--- config.mk ---
export PLATFORM = sky130hd
export DESIGN_NAME = booth_ctrl_flat
export DESIGN_NICKNAME = d
export VERILOG_FILES = /design/src/rtl/booth_ctrl_if.sv /design/src/rtl/booth_ctrl.sv /design/src/flat_wrapper.sv
export SDC_FILE = /design/constraint.sdc
export NUM_CORES = 1
export LEC_CHECK = 0
export CORE_AREA = 4 4 41 43
export CTS_CLUSTER_DIAMETER = 200
export DETAILED_ROUTE_END_ITERATION = 7
export DIE_AREA = 0 0 45 47
export MAX_ROUTING_LAYER = met4
export PLACE_DENSITY = 0.68
export SETUP_SLACK_MARGIN = 0.15
export SLEW_MARGIN = 20
export SYNTH_ARGS = -nofsm -noshare
export SYNTH_HDL_FRONTEND = slang
export SYNTH_SLANG_ARGS = --single-unit
--- constraint.sdc ---
create_clock -name clk -period 1.4 [get_ports clk]
set_clock_uncertainty 0.2 [all_clocks]
set_input_delay 0.14 -clock clk [delete_from_list [all_inputs] [get_ports clk]]
set_output_delay 0.14 -clock clk [all_outputs]
set_load 0.005 [all_outputs]
--- src/rtl/booth_ctrl_if.sv ---
// Handshake and strobe bundle between the Booth sequencer and its datapath/host.
// The slave modport is the controller side and the master modport is the datapath/host side.
interface booth_ctrl_if;
    logic start;
    logic q0;
    logic qm1;
    logic eqz;
    logic ldA;
    logic ldQ;
    logic ldM;
    logic clrA;
    logic clrQ;
    logic clrFF;
    logic ldFF;
    logic sftA;
    logic sftQ;
    logic addsub;
    logic decr;
    logic ldcnt;
    logic busy;
    logic done;

    modport slave (
        input  start, q0, qm1, eqz,
        output ldA, ldQ, ldM, clrA, clrQ, clrFF, ldFF,
               sftA, sftQ, addsub, decr, ldcnt, busy, done
    );

    modport master (
        output start, q0, qm1, eqz,
        input  ldA, ldQ, ldM, clrA, clrQ, clrFF, ldFF,
               sftA, sftQ, addsub, decr, ldcnt, busy, done
    );
endinterface

--- src/rtl/booth_ctrl.sv ---
// Moore sequencer for a radix-2 Booth multiplier datapath.
// Every strobe is registered and is a pure decode of the current state.
module booth_ctrl #(
    parameter int WIDTH = 16,
    parameter int CNTW  = 5
) (
    input  logic         clk,
    input  logic         rst,
    booth_ctrl_if.slave  bus
);

    typedef enum logic [2:0] {
        IDLE  = 3'd0,
        LOADM = 3'd1,
        LOADQ = 3'd2,
        CHECK = 3'd3,
        ADD   = 3'd4,
        SUB   = 3'd5,
        SHIFT = 3'd6,
        DONE  = 3'd7
    } state_t;

    typedef struct packed {
        logic ldA;
        logic ldQ;
        logic ldM;
        logic clrA;
        logic clrQ;
        logic clrFF;
        logic ldFF;
        logic sftA;
        logic sftQ;
        logic addsub;
        logic decr;
        logic ldcnt;
        logic busy;
        logic done;
    } strobes_t;

    state_t   state_q, state_d;
    strobes_t outs_q, outs_d;

    if (CNTW < $clog2(WIDTH + 1)) begin : g_cntw_check
        $error("booth_ctrl: CNTW too narrow to hold WIDTH");
    end

    always_comb begin
        state_d = state_q;
        case (state_q)
            IDLE:  if (bus.start) state_d = LOADM;
            LOADM: state_d = LOADQ;
            LOADQ: state_d = CHECK;
            CHECK: begin
                if (bus.eqz) begin
                    state_d = DONE;
                end else begin
                    case ({bus.q0, bus.qm1})
                        2'b10:   state_d = SUB;
                        2'b01:   state_d = ADD;
                        default: state_d = SHIFT;
                    endcase
                end
            end
            ADD:     state_d = SHIFT;
            SUB:     state_d = SHIFT;
            SHIFT:   state_d = CHECK;
            DONE:    state_d = IDLE;
            default: state_d = IDLE;
        endcase
    end

    // Decoding the next state lets the strobes sit in flops yet still track state_q exactly.
    always_comb begin
        outs_d = '0;
        case (state_d)
            LOADM: begin
                outs_d.ldM   = 1'b1;
                outs_d.clrA  = 1'b1;
                outs_d.clrFF = 1'b1;
                outs_d.busy  = 1'b1;
            end
            LOADQ: begin
                outs_d.ldQ   = 1'b1;
                outs_d.ldcnt = 1'b1;
                outs_d.busy  = 1'b1;
            end
            CHECK: outs_d.busy = 1'b1;
            ADD: begin
                outs_d.ldA    = 1'b1;
                outs_d.addsub = 1'b1;
                outs_d.busy   = 1'b1;
            end
            SUB: begin
                outs_d.ldA  = 1'b1;
                outs_d.busy = 1'b1;
            end
            SHIFT: begin
                outs_d.sftA = 1'b1;
                outs_d.sftQ = 1'b1;
                outs_d.ldFF = 1'b1;
                outs_d.decr = 1'b1;
                outs_d.busy = 1'b1;
            end
            DONE: begin
                outs_d.done = 1'b1;
                outs_d.busy = 1'b1;
            end
            default: outs_d = '0;
        endcase
    end

    always_ff @(posedge clk or posedge rst) begin
        if (rst) begin
            state_q <= IDLE;
            outs_q  <= '0;
        end else begin
            state_q <= state_d;
            outs_q  <= outs_d;
        end
    end

    assign bus.ldA    = outs_q.ldA;
    assign bus.ldQ    = outs_q.ldQ;
    assign bus.ldM    = outs_q.ldM;
    assign bus.clrA   = outs_q.clrA;
    assign bus.clrQ   = outs_q.clrQ;
    assign bus.clrFF  = outs_q.clrFF;
    assign bus.ldFF   = outs_q.ldFF;
    assign bus.sftA   = outs_q.sftA;
    assign bus.sftQ   = outs_q.sftQ;
    assign bus.addsub = outs_q.addsub;
    assign bus.decr   = outs_q.decr;
    assign bus.ldcnt  = outs_q.ldcnt;
    assign bus.busy   = outs_q.busy;
    assign bus.done   = outs_q.done;

endmodule

--- src/flat_wrapper.sv ---
// flat-port wrapper written by rule: the top's interface ports become plain ports
module booth_ctrl_flat 
#(
    parameter int WIDTH = 16,
    parameter int CNTW  = 5
)
  (clk, rst, bus_start, bus_q0, bus_qm1, bus_eqz, bus_ldA, bus_ldQ, bus_ldM, bus_clrA, bus_clrQ, bus_clrFF, bus_ldFF, bus_sftA, bus_sftQ, bus_addsub, bus_decr, bus_ldcnt, bus_busy, bus_done);
  booth_ctrl_if bus_i ();
  input  logic clk;
  input  logic rst;
  input wire logic [$bits(bus_i.start)-1:0] bus_start;
  input wire logic [$bits(bus_i.q0)-1:0] bus_q0;
  input wire logic [$bits(bus_i.qm1)-1:0] bus_qm1;
  input wire logic [$bits(bus_i.eqz)-1:0] bus_eqz;
  output wire logic [$bits(bus_i.ldA)-1:0] bus_ldA;
  output wire logic [$bits(bus_i.ldQ)-1:0] bus_ldQ;
  output wire logic [$bits(bus_i.ldM)-1:0] bus_ldM;
  output wire logic [$bits(bus_i.clrA)-1:0] bus_clrA;
  output wire logic [$bits(bus_i.clrQ)-1:0] bus_clrQ;
  output wire logic [$bits(bus_i.clrFF)-1:0] bus_clrFF;
  output wire logic [$bits(bus_i.ldFF)-1:0] bus_ldFF;
  output wire logic [$bits(bus_i.sftA)-1:0] bus_sftA;
  output wire logic [$bits(bus_i.sftQ)-1:0] bus_sftQ;
  output wire logic [$bits(bus_i.addsub)-1:0] bus_addsub;
  output wire logic [$bits(bus_i.decr)-1:0] bus_decr;
  output wire logic [$bits(bus_i.ldcnt)-1:0] bus_ldcnt;
  output wire logic [$bits(bus_i.busy)-1:0] bus_busy;
  output wire logic [$bits(bus_i.done)-1:0] bus_done;
  assign bus_i.start = bus_start;
  assign bus_i.q0 = bus_q0;
  assign bus_i.qm1 = bus_qm1;
  assign bus_i.eqz = bus_eqz;
  assign bus_ldA = bus_i.ldA;
  assign bus_ldQ = bus_i.ldQ;
  assign bus_ldM = bus_i.ldM;
  assign bus_clrA = bus_i.clrA;
  assign bus_clrQ = bus_i.clrQ;
  assign bus_clrFF = bus_i.clrFF;
  assign bus_ldFF = bus_i.ldFF;
  assign bus_sftA = bus_i.sftA;
  assign bus_sftQ = bus_i.sftQ;
  assign bus_addsub = bus_i.addsub;
  assign bus_decr = bus_i.decr;
  assign bus_ldcnt = bus_i.ldcnt;
  assign bus_busy = bus_i.busy;
  assign bus_done = bus_i.done;
  booth_ctrl #(.WIDTH(WIDTH), .CNTW(CNTW)) u_core (.clk(clk), .rst(rst), .bus(bus_i));
endmodule
* Word-level counts from Yosys, hierarchy flattened
Cells that the tools add are included.
** Storage, ports and cells
- Register bits :: 15
- Input bits :: 6
- Output and inout bits :: 14
- Word-level logic and storage cells :: 47
** Operators by class
- Eq/ne operators :: 16
- Muxes and demuxes :: 13
- Reduce and logical (&&, ||, !) cells :: 5
** Operators by type and width (number)
- 3-bit == test (second input constant) :: 8
- 3-bit case mux with 6 select lines :: 1
- 3-bit by 2-bit == test with 1-bit output (second input constant) :: 4
- 3-bit 2-to-1 mux :: 3
- 1-bit 2-to-1 mux :: 7
- 7-bit OR reduction :: 1
- 3-bit by 1-bit == test with 1-bit output (second input constant) :: 2
- 2-bit OR reduction :: 3
- 2-bit case mux with 2 select lines :: 1
- 3-bit zero test :: 1
- 2-bit by 1-bit == test with 1-bit output (second input constant) :: 1
- 2-bit == test (second input constant) :: 1
- 2-bit 2-to-1 mux :: 1

* Logic depth before layout (Yosys ltp)
- Depth in word-level cells :: 7
- Mapped depth :: 4
- Depth with buffers taken out :: 4

* Worst setup path before layout
No wires, ideal clock.
- Path type :: reg2reg
- From :: register u_core.state_q[2]
- To :: register u_core.state_q[0]
- Setup time :: 0.090 ns
- Arrival time :: 0.920 ns
- Data required time :: 1.110 ns
- Slack :: 0.190 ns
- Cell stages (with the launch flop) :: 3
- Buffers on the path :: 0
- Clock period less this slack :: 1.210 ns
- Cell sequence :: dfrtp_1 > or3b_2 > o221ai_1
** On the way
- Cells in the longest elaborated chain, start to end :: 3
- Elaborated cells between the ends (all ways) :: 11
- Classes of those cells :: 7 x eq/ne; 1 x mux; 3 x reduce/logical
** RTL lines
- from (decl) :: RTL line booth_ctrl.sv:40 : state_t state_q, state_d;
- from (signal assigned) :: RTL line booth_ctrl.sv:117 : state_q <= state_d;
- 3-bit by 2-bit == test with 1-bit output or 3-bit == test (tied branches) :: RTL line booth_ctrl.sv:49 : case (state_q)
- 2-bit OR reduction (no source line)
- 3-bit case mux with 6 select lines (*) :: RTL line booth_ctrl.sv:49
- net u_core.state_d[0] :: RTL line booth_ctrl.sv:40
The timed path passes the listed nets; every way through them passes the cells marked *.

==> impl_metrics.toml <==
[logic_synthesis]
synth_warnings = 0
synth_area_leaders = "dfrtp_1, buf_4, inv_1"
yosys_register_bits = 10
synth_simple_gate_area_frac = 0.170
avgSynthCellArea_sq_um = 11.1
synth_top_family_by_area = "simple AND/OR/NAND/NOR gates"
synth-xor-area-share = 0
netlist.area_leader.share = 0.524
multiplexer_fraction_of_the_synthesized_cell_area = 0.0209
synth-compound-area-share = 0.102
area_of_the_mapped_netlist_sq_um = 478
synthDistinctLibCells = 23
synthAdderAreaFrac = 0.0262
netlist_instances = 43
synth.largest_area_cell = "dfrtp_1"
yosysSeqAreaShare = 0.524
synthesized_nets = 50

[outcome]
outcome = "finished clean"

[clock_network]
tritoncts = "built"
numClockSinks = 10
clock_latency_ns = 0.26
root_buf_cell = "clkbuf_4"
clock_tree.buffer_depth = 2
htree_num_levels = 1
clkTransAtPathRegs_ns = 0.06
number_of_buffers_created_by_cts = 3

[final_layout]
most_common_cell_after_layout_fill_and_taps_aside = "dfrtp_1"
insertedDiodeCount = 0
commonest_cells_after_routing_fill_and_taps_aside = "dfrtp_1, buf_4, clkdlybuf4s15_1"
finalNetCount = 74
layout-drive-gt1-share = 0.385
synthToLayoutAreaGrowth_pct = 51.0

[power_and_ir_drop]
power.density_cell_area_nw_per_um2 = 1730
power_switching_w = 0.000428
p_clk_frac = 0.154
netSwitchingFraction = 0.343
reg_power_frac = 0.398
post-layout-total-power_w = 0.00125
internal_power_w = 0.000819
power.ir.vdd_worst_mv = 0.908
static_power_due_to_leakage_nw = 0.361
combinational_share_of_power = 0.447

[critical_path]
worst_ep_required_time_ns = 1.36
path_cells = "nand2b_1 > nor4b_2"
critical_path.endpoint_type = "flip-flop"
critPathTopFamily = "simple AND/OR/NAND/NOR gates"
cp_max_fo = 5
max_incr_delay_on_cp_ns = 0.44
cpMaxStageDelayCell = "dfrtp_1"
cp.buffers_inverters = 0
cp-start-kind = "flip-flop"
worstSetupPathType = "reg2reg"
timing.critical_path.arrival_ns = 1.20

[place]
routability_congestion_estimate_from_global_placement = 0.840
hpwl_um = 656
port_buffers = 18

[global_routing]
grt_pass1_vias = 384
grt_first_pass_wirelength_mm = 1.53
globalRoute.totalOverflow = 0
pin_count_of_the_biggest_net_entering_global_routing = 11
grt_use_total = 0.107
antenna_found_initial = 0

[timing]
rsz0062_at_grt = "yes"
min_hold_slack_ns = 0.0757
max_freq_mhz = 812
hold_viol_final = 0
period_needed_ns = 1.23
finalSetupTns_ns = 0
setup_violations = 0
final.period_utilization = 0.880
final_max_slew_viol_count = 0

[drt]
detail_route.drc_violations = 0
initialDrtViolationCount = 10
ant_nets = 0
drt_first_pass_iters = 4
avgViaCountPerCell = 4.91
final_routed_wire_length_divided_by_cell_count_um = 13.1
finalWirelength_mm = 1.05
total_via_count_after_detailed_routing = 393

[die]
die_width_um = 45
num_rows = 13
core_area_sq_um = 1300
die_area_sq_um = 2120
io_pins = 20
initial_utilization = 0.367
chipHeight_um = 47

[run]
maxCapViolations = 0

[worst_hold_path]
hold_path_class = "in2reg"
## stage by stage
stage | setup slack [ns] | instance area (sq um) | instances | utilization
6_report | 0.168 | 722 | 80 | 0.555
5_1_grt | 0.115 | 722 | 80 | 0.555
4_1_cts | 0.122 | 703 | 80 | 0.540
3_5_place_dp | -0.229 | 647 | 72 | 0.497
3_3_place_gp | -0.212 | 647 | 72 | 0.497
2_1_floorplan | 0.190 | 478 | 43 | -
## flip-flops by register name (all words and copies together) (netlist names)
register and count:
u_core.state_q 3, u_core.bus.ldA 1, u_core.bus.addsub 1, u_core.bus.busy 1, u_core.bus.ldQ 1, u_core.bus.done 1, u_core.bus.decr 1, u_core.bus.ldM 1
## what timing repair did
| action | 4_1_cts | 5_1_grt |
|---|---|---|
| hold endpoints to repair | 10 | 0 |
| pin swaps | 3 | 3 |
| hold buffers | 1 | 0 |
| setup endpoints to repair | 19 | 20 |
| setup buffers | 4 | 0 |
| gates resized for setup | 28 | 10 |
## cells by family (layout without fill, tap and decap cells)
kind of cell,after synthesis,after routing
buffers and inverters,12,34
muxes,1,1
AOI/OAI and AO/OA,6,6
other,1,1
DFF,10,10
adders and majority gates,1,1
and+or+nand+nor,12,12
## cells in the mapped netlist
master / n
dfrtp_1: 10
and2_1: 1
ha_1: 1
nand2b_1: 1
o221ai_1: 1
inv_1: 5
a2bb2oi_1: 1
nand2_1: 1
buf_4: 7
nor4b_1: 1
a31oi_1: 1
mux2i_1: 1
a21oi_1: 1
nor3_2: 1
and3_2: 1
nand3b_1: 1
o21bai_1: 1
or3b_1: 1
conb_1: 1
nor3_1: 2
or3b_2: 1
o22ai_2: 1
nor2_1: 1
## tightest hold or removal path, cell delays in order
cell and delay [ns]:
dlymetal6s2s_1 0.09, ha_2 0.21, nor4b_2 0.06
## worst paths after layout
path	start	endpoint	slack (ns)	depth (start not counted)
worst max-delay path	u_core.state_q[2]$_DFF_PP0_	u_core.bus.ldA$_DFF_PP0_	0.17	2
worst min-delay path	bus_q0	u_core.bus.ldA$_DFF_PP0_	0.08	3
worst max register to register	u_core.state_q[2]$_DFF_PP0_	u_core.bus.ldA$_DFF_PP0_	0.17	2
worst min register to register	u_core.state_q[0]$_DFF_PP0_	u_core.state_q[1]$_DFF_PP0_	0.37	1
max in group asynchronous	rst	u_core.state_q[1]$_DFF_PP0_	0.28	3
min in group asynchronous	rst	u_core.bus.ldM$_DFF_PP0_	0.53	3
## per-layer routing
layer	wire length, um	GRT usage
met3	107	0.0230
met1	388	0.0993
met2	528	0.203
met5	0	-
met4	23	0.0526
## area by class of cell
type	instances	area, sq um
Timing Repair Buffer	26	224
Inverter	5	22.5
Sequential cell	10	253
Tap cell	15	18.8
Multi-Input combinational cell	21	181
Clock buffer	3	22.5
Fill cell	127	579
## power groups by stage
stage	combinational [W]	sequential [W]	clock, W
floorplan	0.000286	0.000479	0
global placement	0.000485	0.000488	0
detailed placement	0.000492	0.000493	0
CTS	0.000543	0.000476	0.000195
global route	0.000599	0.000511	0.000206
finish	0.000558	0.000497	0.000192
Note: power is estimated with default switching activity, not from simulation.
